<file path="config.mk">
export PLATFORM = sky130hd
export DESIGN_NAME = riscv_fetch_stage
export DESIGN_NICKNAME = d
export VERILOG_FILES = /design/src/rtl/riscv_fetch_stage_pkg.sv /design/src/rtl/fetch_inst_fifo.sv /design/src/rtl/riscv_fetch_stage.sv
export SDC_FILE = /design/constraint.sdc
export NUM_CORES = 1
export LEC_CHECK = 0
export BUFFER_PORTS_ARGS = -buffer_cell sky130_fd_sc_hd__buf_2
export CORE_MARGIN = 2
export CORE_UTILIZATION = 50
export DETAILED_ROUTE_END_ITERATION = 7
export PLACE_DENSITY = 0.76
export SLEW_MARGIN = 20
export SYNTH_ARGS = -nofsm -noshare
export SYNTH_HDL_FRONTEND = slang
export SYNTH_SLANG_ARGS = --single-unit
</file>
<file path="constraint.sdc">
create_clock -name clk -period 5.5 [get_ports clk]
set_clock_uncertainty 0.15 [all_clocks]
set_input_delay 0.55 -clock clk [delete_from_list [all_inputs] [get_ports clk]]
set_output_delay 0.55 -clock clk [all_outputs]
set_load 0.02 [all_outputs]
</file>
<file path="src/rtl/riscv_fetch_stage_pkg.sv">
// Shared constants, payload type and helpers for the instruction-fetch stage.
package riscv_fetch_stage_pkg;

  localparam int unsigned XLEN             = 32;
  localparam int unsigned FETCH_FIFO_DEPTH = 2;

  localparam logic [XLEN-1:0] FETCH_RESET_PC = 32'h0000_2000;
  localparam logic [XLEN-1:0] FETCH_NOP_INST = 32'h0000_0013;  // addi x0,x0,0

  // One buffered instruction together with the PC it was fetched from.
  typedef struct packed {
    logic [XLEN-1:0] pc;
    logic [XLEN-1:0] inst;
  } fetch_entry_t;

  localparam int unsigned FETCH_ENTRY_W = $bits(fetch_entry_t);

  // Clear the byte-offset bits of a target address.
  function automatic logic [XLEN-1:0] word_align(input logic [XLEN-1:0] addr);
    return addr & ~XLEN'(3);
  endfunction

endpackage

</file>
<file path="src/rtl/fetch_inst_fifo.sv">
// Small synchronous FIFO with flush; flush dominates push and pop.
module fetch_inst_fifo #(
  parameter int unsigned DEPTH = 2,
  parameter int unsigned WIDTH = 64
) (
  input  logic                       clk,
  input  logic                       reset_n,
  input  logic                       push,
  input  logic                       pop,
  input  logic                       flush,
  input  logic [WIDTH-1:0]           din,
  output logic [$clog2(DEPTH+1)-1:0] count,
  output logic [WIDTH-1:0]           head
);

  localparam int unsigned CW = $clog2(DEPTH + 1);
  localparam int unsigned PW = (DEPTH > 1) ? $clog2(DEPTH) : 1;

  logic [WIDTH-1:0] mem [DEPTH];
  logic [PW-1:0]    wr_ptr;
  logic [PW-1:0]    rd_ptr;
  logic             do_push;
  logic             do_pop;

  function automatic logic [PW-1:0] ptr_inc(input logic [PW-1:0] p);
    return (p == PW'(DEPTH - 1)) ? '0 : p + PW'(1);
  endfunction

  assign do_push = push && !flush;
  assign do_pop  = pop && !flush && (count != '0);
  assign head    = mem[rd_ptr];

  // Pointer and occupancy tracking.
  always_ff @(posedge clk or negedge reset_n) begin
    if (!reset_n) begin
      wr_ptr <= '0;
      rd_ptr <= '0;
      count  <= '0;
    end else if (flush) begin
      wr_ptr <= '0;
      rd_ptr <= '0;
      count  <= '0;
    end else begin
      if (do_push) wr_ptr <= ptr_inc(wr_ptr);
      if (do_pop)  rd_ptr <= ptr_inc(rd_ptr);
      if (do_push && !do_pop)      count <= count + CW'(1);
      else if (!do_push && do_pop) count <= count - CW'(1);
    end
  end

  // Storage; contents are only observed while count is non-zero.
  always_ff @(posedge clk) begin
    if (do_push) mem[wr_ptr] <= din;
  end

endmodule

</file>
<file path="src/rtl/riscv_fetch_stage.sv">
// Instruction-fetch stage: PC, credit-limited imem requests, response buffer, NOP substitution.
module riscv_fetch_stage
  import riscv_fetch_stage_pkg::*;
#(
  parameter logic [XLEN-1:0] RESET_PC   = FETCH_RESET_PC,
  parameter int unsigned     FIFO_DEPTH = FETCH_FIFO_DEPTH,
  parameter logic [XLEN-1:0] NOP_INST   = FETCH_NOP_INST
) (
  input  logic            clk,
  input  logic            reset_n,
  output logic            imem_req_valid,
  input  logic            imem_req_ready,
  output logic [XLEN-1:0] imem_addr,
  input  logic            imem_resp_valid,
  input  logic [XLEN-1:0] imem_resp_data,
  input  logic            stall,
  input  logic            redirect_valid,
  input  logic [XLEN-1:0] redirect_pc,
  output logic            f_valid,
  output logic [XLEN-1:0] f_inst,
  output logic [XLEN-1:0] f_pc
);

  localparam int unsigned CW = $clog2(FIFO_DEPTH + 1);
  localparam int unsigned OW = CW + 1;

  logic [XLEN-1:0] pc;
  logic [CW-1:0]   drop_cnt;
  logic [CW-1:0]   inflight;
  logic [CW-1:0]   buf_count;
  logic [XLEN-1:0] pending_pc;
  logic [OW-1:0]   occupancy;
  fetch_entry_t    head_entry;
  fetch_entry_t    push_entry;
  logic            req_fire;
  logic            resp_drop;
  logic            resp_keep;
  logic            pop;

  // Credit check: a same-cycle pop frees its slot so a 1-cycle imem sustains one instruction per cycle.
  assign pop            = f_valid && !stall;
  assign occupancy      = OW'(inflight) + OW'(buf_count) - OW'(pop);
  assign imem_req_valid = reset_n && !redirect_valid && (occupancy < OW'(FIFO_DEPTH));
  assign imem_addr      = pc;
  assign req_fire       = imem_req_valid && imem_req_ready;
  assign resp_drop      = imem_resp_valid && (drop_cnt != '0);
  assign resp_keep      = imem_resp_valid && (drop_cnt == '0);
  assign push_entry     = {pending_pc, imem_resp_data};

  // PCs of outstanding requests, in issue order; its depth is the in-flight count.
  fetch_inst_fifo #(
    .DEPTH (FIFO_DEPTH),
    .WIDTH (XLEN)
  ) u_pc_q (
    .clk     (clk),
    .reset_n (reset_n),
    .push    (req_fire),
    .pop     (imem_resp_valid),
    .flush   (1'b0),
    .din     (pc),
    .count   (inflight),
    .head    (pending_pc)
  );

  // Returned instructions awaiting decode; a redirect discards them.
  fetch_inst_fifo #(
    .DEPTH (FIFO_DEPTH),
    .WIDTH (FETCH_ENTRY_W)
  ) u_inst_q (
    .clk     (clk),
    .reset_n (reset_n),
    .push    (resp_keep),
    .pop     (pop),
    .flush   (redirect_valid),
    .din     (push_entry),
    .count   (buf_count),
    .head    (head_entry)
  );

  // PC advance and count of stale responses still to be discarded after a redirect.
  always_ff @(posedge clk or negedge reset_n) begin
    if (!reset_n) begin
      pc       <= RESET_PC;
      drop_cnt <= '0;
    end else if (redirect_valid) begin
      pc       <= word_align(redirect_pc);
      drop_cnt <= inflight + CW'(req_fire) - CW'(imem_resp_valid);
    end else begin
      if (req_fire)  pc       <= pc + XLEN'(4);
      if (resp_drop) drop_cnt <= drop_cnt - CW'(1);
    end
  end

  // Present the buffer head to decode, or a NOP when nothing is buffered.
  always_comb begin
    f_valid = (buf_count != '0);
    f_inst  = NOP_INST;
    f_pc    = '0;
    if (f_valid) begin
      f_inst = head_entry.inst;
      f_pc   = head_entry.pc;
    end
  end

  // Every response must correspond to an outstanding request.
  resp_has_request: assert property (@(posedge clk) disable iff (!reset_n)
    imem_resp_valid |-> (inflight != '0));

endmodule

</file>
==> summary.md, run 1 <==
| Metric | Value |
|---|---|
| Power Density | `415 nW/µm²` |
| Starting Density | `51.3%` |
| Crit path largest cell delay | `480 ps` |
| Power Total | `4.63 mW` |
| Critical path class | `reg2out` |
| Syn_area_per_cell | `14.6 µm²` |
| Post-synth top area cell | `edfxtp_1` |
| Setup bufs post-CTS | `0` |
| Via-to-Cell Ratio | `5.67` |
| Placed cells | `1,005` |
| First-pass GRT wire length | `30.0 mm` |
| Top Ports | `168` |
| Initial DRC count | `586` |
| RSZ-0062 raised after global routing | `false` |
| Core area | `18,100 µm²` |
| Status | `complete, no violations` |
| Crit path max fanout | `7` |
| Mapped Area | `9310 µm²` |
| CTS Sinks | `224` |
| HP Class | `in2reg` |
| Drt pass-1 iters | `5` |
| Final WS setup | `1910 ps` |
| Die X | `140 µm` |
| Rows | `49` |
| Endpoints failing hold | `0` |
| Grt total ovfl | `0` |
| VDD IR max | `0.000223 V` |
| Via count | `5,940` |
| Diodes inserted | `0` |
| Critical path's slowest cell | `dfrtp_1` |
| Ys async rst share | `17.9%` |
| Root buffer cell | `clkbuf_16` |
| Clock slew at reported path FFs | `60 ps` |
| CP cell instances | `nor2_4 > nor2_1 > ha_1 > nand2b_1 > fa_1 > xor2_1 > nand3_1 > nor2_1 > buf_2` |
| Layout cells sized above 1 | `30.6%` |
| CTS tree | `built` |
| WL/cell | `18.7 µm` |
| Worst Path Required | `4800 ps` |
| Most area-consuming cells after synthesis | `edfxtp_1, dfrtp_1, mux2i_1` |
| Reg2Reg Setup Slack | `1970 ps` |
| Total GRT Usage | `19.2%` |
| Final setup TNS | `0 ps` |
| Nets | `881` |
| CP Launch Type | `flop` |
| CTS Buf Count | `23` |
| Post-route ant nets | `0` |
| Input/output buffers | `161` |
| Setup WS pre-CTS | `1800 ps` |
| DPL Wire Length | `12.4 mm` |
| Clk_lat worst skew | `500 ps` |
| Area grow syn2layout | `19.6%` |
| Largest net degree at the start of global routing | `64` |
| Seq/Total Area, Yosys | `70.1%` |
| Drt total wl | `19.6 mm` |
| Final worst-path cycle share | `65.3%` |
| Post-synth top area share | `59.3%` |
| Final Wtd Congestion | `0.818` |
| Crit end category | `primary output` |
| Main synth FF type | `edfxtp_1` |
| #FFs+latches synth | `224` |
| Slew margin rel. | `41.3%` |
| Post-synth EDFFs | `184` |
| DR DRC count | `0` |
| Post-Synthesis Cells | `638` |
| Die area | `19,700 µm²` |
| Height of the die | `140 µm` |
| Clk buf depth | `3` |
| Number of synthesis warnings | `0` |
| Yosys cell types | `48` |
| Fmax | `278 MHz` |
| Max Cap Viol | `0` |
| Final min period | `3590 ps` |
| Non-Filler Instances | `1,048` |
| Max Slew Vio Count | `0` |
| Post-cts sizing count | `0` |
| Critical path arrival | `2890 ps` |
| Utilization after layout | `61.4%` |
| Static leakage | `4.14 nW` |
| Setup violators final | `0` |
| Vias in the first global route | `5,705` |
| Initial antenna violation count | `0` |
| Worst slew pin tran | `881 ps` |
| Most numerous cell on the critical path | `nor2_1` |
| H-tree depth | `1` |
[logic make-up (layout without fill, tap and decap cells)]
| kind of cell | after synthesis | after routing | synth area share (%) |
|---|---|---|---|
| flip-flops | 224 | 224 | 70.1 |
| AND/OR/NAND/NOR | 184 | 184 | 9.47 |
| multiplexers | 95 | 95 | 10.6 |
| AO/OA/AOI/OAI | 64 | 64 | 5.24 |
| buffers and inverters | 49 | 227 | 2.15 |
| XOR/XNOR | 13 | 13 | 1.22 |
| adder cells (fa/ha/maj) | 8 | 8 | 1.16 |
| other | 1 | 4 | 0.0403 |
[layout make-up]
class | instances | area, µm²
Clock buffer | 28 | 614
Clock inverter | 13 | 126
Sequential cell | 224 | 6530
Tap cell | 229 | 287
Inverter | 15 | 56.3
Timing Repair Buffer | 171 | 896
Fill cell | 1360 | 7010
Multi-Input combinational cell | 368 | 2630
[repair_timing]
item / 4_1_cts / 5_1_grt
endpoints found under the hold margin: 39 / 0
endpoints found under the setup margin: 0 / 0
hold buffers: 1 / 0
[synth_stat cells (all sizes together) (3+ instances only)]
master / count
a21oi: 3
a221o: 7
a22oi: 5
and2: 3
buf: 11
clkbuf: 23
dfrtp: 39
edfxtp: 184
ha: 7
inv: 15
mux2: 32
mux2i: 63
nand2: 39
nand3: 19
nand4: 9
nor2: 74
nor3: 8
nor3b: 3
nor4: 6
o211ai: 5
o21ai: 15
o311ai: 21
or4: 9
xnor2: 10
xor2: 3
[placed cells by master, fill, tap and decap left out, types with 15 or more instances in the layout]
cell type  count
edfxtp_1     184
buf_2        161
nor2_1        72
mux2i_1       63
nand2_1       39
dfrtp_1       38
mux2_2        32
clkbuf_16     23
o311ai_0      21
nand3_1       19
inv_1         15
o21ai_0       15
[path summary, 6_finish.rpt]
check                                         from                   to  cells after the start
worst max-delay path             u_inst_q.count[0]       imem_req_valid                      9
worst min register to register       u_pc_q.wr_ptr        u_pc_q.wr_ptr                      1
worst min-delay path            imem_resp_data[12]  u_inst_q.mem[1][12]                      1
worst max register to register   u_inst_q.count[0]     u_pc_q.mem[1][3]                     10
min in group asynchronous                  reset_n         imem_addr[8]                      3
max in group asynchronous                  reset_n      u_inst_q.rd_ptr                      3
[state kept, by name, indices dropped and copies added, names as in the netlist]
register	cells
u_inst_q.mem	124
u_pc_q.mem	60
imem_addr	30
drop_cnt	2
u_inst_q.count	2
u_pc_q.count	2
u_inst_q.rd_ptr	1
u_inst_q.wr_ptr	1
u_pc_q.rd_ptr	1
u_pc_q.wr_ptr	1
[report_power, final]
group	switching, mW	total, mW	leakage, nW	internal, mW
Combinational	0.548	0.910	1.62	0.362
Sequential	0.146	2.20	2.15	2.06
Clock	0.625	1.52	0.363	0.891
[critical path, delay by kind of cell, from the launching register on]
| family | cells | cell delay (ps) |
|---|---|---|
| adder cells (fa/ha/maj) | 2 | 670 |
| buffers and inverters | 1 | 190 |
| flip-flops | 1 | 480 |
| XOR/XNOR | 1 | 230 |
| AND/OR/NAND/NOR | 5 | 830 |
[per-stage QoR]
step	hold WS (ps)	cell area [µm²]
6_report	89.6	11100
5_1_grt	71.2	11100
4_1_cts	71.6	11100
3_5_place_dp	360	10400
2_1_floorplan	104	9340
3_3_place_gp	353	10400
[routing by layer]
metal / up-vias / part of all wire (%) / track usage (%)
met5: - / 0 / 0
met4: 0 / 1.7 / 5.79
met3: 34 / 8.3 / 3.38
met2: 282 / 47 / 31.8
met1: 2875 / 43 / 26.2
li1: 2749 / - / -
No activity file was read; power rests on OpenSTA's default activity.
==> inputs of run 2 (changes only) <==
--- a/config.mk
+++ b/config.mk
@@ -9,7 +9,7 @@
 export CORE_MARGIN = 2
 export CORE_UTILIZATION = 50
 export DETAILED_ROUTE_END_ITERATION = 7
-export PLACE_DENSITY = 0.76
+export PLACE_DENSITY = 0.73
 export SLEW_MARGIN = 20
 export SYNTH_ARGS = -nofsm -noshare
 export SYNTH_HDL_FRONTEND = slang
==> constraint.sdc (replaced) <==
create_clock -name clk -period 3.5 [get_ports clk]
set_clock_uncertainty 0.15 [all_clocks]
set_input_delay 0.35 -clock clk [delete_from_list [all_inputs] [get_ports clk]]
set_output_delay 0.35 -clock clk [all_outputs]
set_load 0.02 [all_outputs]
==> run 2 against run 1 <==
- total power is 65% higher
- combinational power increased by 67%
- global-route usage increased by 1.8 points
- cell area up 6.6%
- cell count rose by 5.9%
- hold slack got worse by 61 ps
- core utilization grew 4.0 points
- critical endpoint unchanged
- largest power group unchanged
==> summary.md, run 2 (synthesis gave the netlist of run 1 again) <==
| Metric | Value |
|---|---|
| Status | `complete, no violations` |
| Setup violators final | `0 (unchanged)` |
| Static leakage | `4.45 nW (+7.5%)` |
| Drt total wl | `20.9 mm (+7.1%)` |
| CTS Sinks | `224 (unchanged)` |
| Placed cells | `1,009 (+0.40%)` |
| Height of the die | `140 µm (unchanged)` |
| Fmax | `296 MHz` |
| VDD IR max | `0.000456 V (+100%)` |
| Crit path max fanout | `7 (unchanged)` |
| Worst Path Required | `3000 ps (-1800 ps)` |
| Post-route ant nets | `0 (unchanged)` |
| Grt total ovfl | `0 (unchanged)` |
| Sequential share of power | `45.4% (-2.2 points)` |
| Non-Filler Instances | `1,110 (+5.9%)` |
| Reg2Reg Setup Slack | `200 ps (-1770 ps)` |
| Logic pwr share | `19.9% (+0.2 points)` |
| Largest register FFs | `124 (unchanged)` |
| H-tree depth | `1 (unchanged)` |
| Power Total | `7.62 mW (+65%)` |
| Clk buf depth | `3 (unchanged)` |
| DPL Wire Length | `12.7 mm (+2.0%)` |
| Nets | `941 (+6.8%)` |
| Die area | `19,700 µm² (unchanged)` |
| Largest net degree at the start of global routing | `64 (unchanged)` |
| Worst slew pin tran | `868 ps (-13.5 ps)` |
| Commonest non-fill, non-tap cell in the layout | `edfxtp_1` |
| CP startpoint | `u_inst_q.count[0]` |
| HP Start | `redirect_pc[19]` |
| Vias in the first global route | `6,320 (+11%)` |
| CP Launch Type | `flop` |
| Slew margin rel. | `41.6% (+0.37 points)` |
| Power Density | `642 nW/µm² (+55%)` |
| Rows | `49 (unchanged)` |
| Diodes inserted | `0 (unchanged)` |
| Crit Reg-Reg Endpoint | `u_pc_q.mem[1][14]` |
| Core area | `18,100 µm² (unchanged)` |
| Clock slew at reported path FFs | `60 ps (about the same)` |
| Starting Density | `51.3% (unchanged)` |
| Clock group share of total power | `34.6% (+1.9 points)` |
| P_int | `5.51 mW (+67%)` |
| Most frequent cells in the layout | `edfxtp_1, buf_2, nor2_1, mux2i_1, dlygate4sd3_1` |
| DR DRC count | `0 (unchanged)` |
| Path depth of the worst reg2reg path | `9 (-1)` |
| Reg with most FFs | `u_inst_q.mem` |
| Utilization after layout | `65.4% (+4.0 points)` |
| Die X | `140 µm (unchanged)` |
| Area grow syn2layout | `27.5%` |
| Initial antenna violation count | `0 (unchanged)` |
| Worst r2r src | `u_inst_q.count[0]` |
| Setup bufs post-CTS | `0 (unchanged)` |
| RSZ-0062 raised after global routing | `true` |
| Crit end category | `primary output` |
| WL/cell | `18.9 µm (+1.1%)` |
| First-pass GRT wire length | `33.0 mm (+9.9%)` |
| Total GRT Usage | `21.0% (+1.8 points)` |
| Top Ports | `168 (unchanged)` |
| CTS tree | `built` |
| Hold Path End | `imem_addr[19]` |
| Max Cap Viol | `0 (unchanged)` |
| Drt pass-1 iters | `6 (+1)` |
| Via-to-Cell Ratio | `5.65 (-0.31%)` |
| Final worst-path cycle share | `96.5%` |
| Layout cells sized above 1 | `29.4% (-1.2 points)` |
| CTS Buf Count | `24 (+4.3%)` |
| Max Slew Vio Count | `0 (unchanged)` |
| Critical path class | `reg2out` |
| Final min period | `3380 ps` |
| NetSw | `2.11 mW (+60%)` |
| Root buffer cell | `clkbuf_16` |
| Critical path arrival | `2880 ps (about the same)` |
| Switching share of total power | `27.7% (-0.80 points)` |
| Hold path depth | `3 (+2)` |
| Input/output buffers | `161 (unchanged)` |
| Initial DRC count | `569 (-2.9%)` |
| Clk_lat worst skew | `510 ps (about the same)` |
| Final Wtd Congestion | `0.896 (+9.5%)` |
| HP Class | `in2reg` |
| Via count | `6,272 (+5.6%)` |
| Endpoints failing hold | `0 (unchanged)` |
[run 2: power by group through the flow]
stage / combinational [mW] / clock [mW] / sequential (mW)
6_report: 1.52 / 2.64 / 3.46
5_1_grt: 1.65 / 2.80 / 3.50
4_1_cts: 1.49 / 2.69 / 3.49
3_5_place_dp: 1.43 / 0 / 3.54
3_3_place_gp: 1.38 / 0 / 3.52
2_1_floorplan: 1.00 / 0 / 3.47
[run 2: cell type report]
| type | count | area [µm²] |
|---|---|---|
| clock inverters | 8 | 121 |
| inverters | 15 | 56.3 |
| repair buffers | 230 | 1510 |
| multi-input cells | 368 | 2640 |
| well taps | 229 | 287 |
| flip-flops and latches | 224 | 6530 |
| fillers | 1283 | 6270 |
| clock buffers | 36 | 727 |
[run 2: worst max path at each step]
stage                               to  slack (ps)  depth (start not counted)
floorplan           u_inst_q.mem[0][0]        -540                          4
global route            imem_req_valid         -80                          9
global placement     u_pc_q.mem[1][15]         250                          9
finish                  imem_req_valid         120                          9
CTS                  u_pc_q.mem[1][18]         120                          9
detailed placement    u_pc_q.mem[1][9]         150                          9
[run 2: what timing repair did]
action | CTS | global route
hold endpoints to repair | 126 | 0
endpoints found under the setup margin | 0 | 45
gates resized for setup | 0 | 1
hold buffers | 56 | 0
[run 2: layer usage]
layer	vias up	share of wire [%]	global-route usage, %
li1	2886	-	-
met1	3008	41	27.5
met2	329	48	35.1
met3	49	8.8	5.26
met4	0	2.2	6.11
met5	-	0	0
[run 2: stage by stage]
stage	hold slack (ps)	setup WS (ps)	area (µm²)	setup TNS, ps
global route	44.4	-79.9	11900	-79.9
CTS	2.75	121	11800	0
floorplan	-95.6	-537	9350	-65690
detailed placement	346	153	10400	0
finish	28.3	122	11900	0
global placement	345	250	10400	0
[run 2: critical path: stages, from the launching register on]
cell	delay [ps]
dfrtp_1	480
nor2_4	50
nor2_1	170
ha_1	260
nand2b_1	150
fa_1	420
xor2_1	210
nand3_1	290
nor2_1	170
buf_2	180
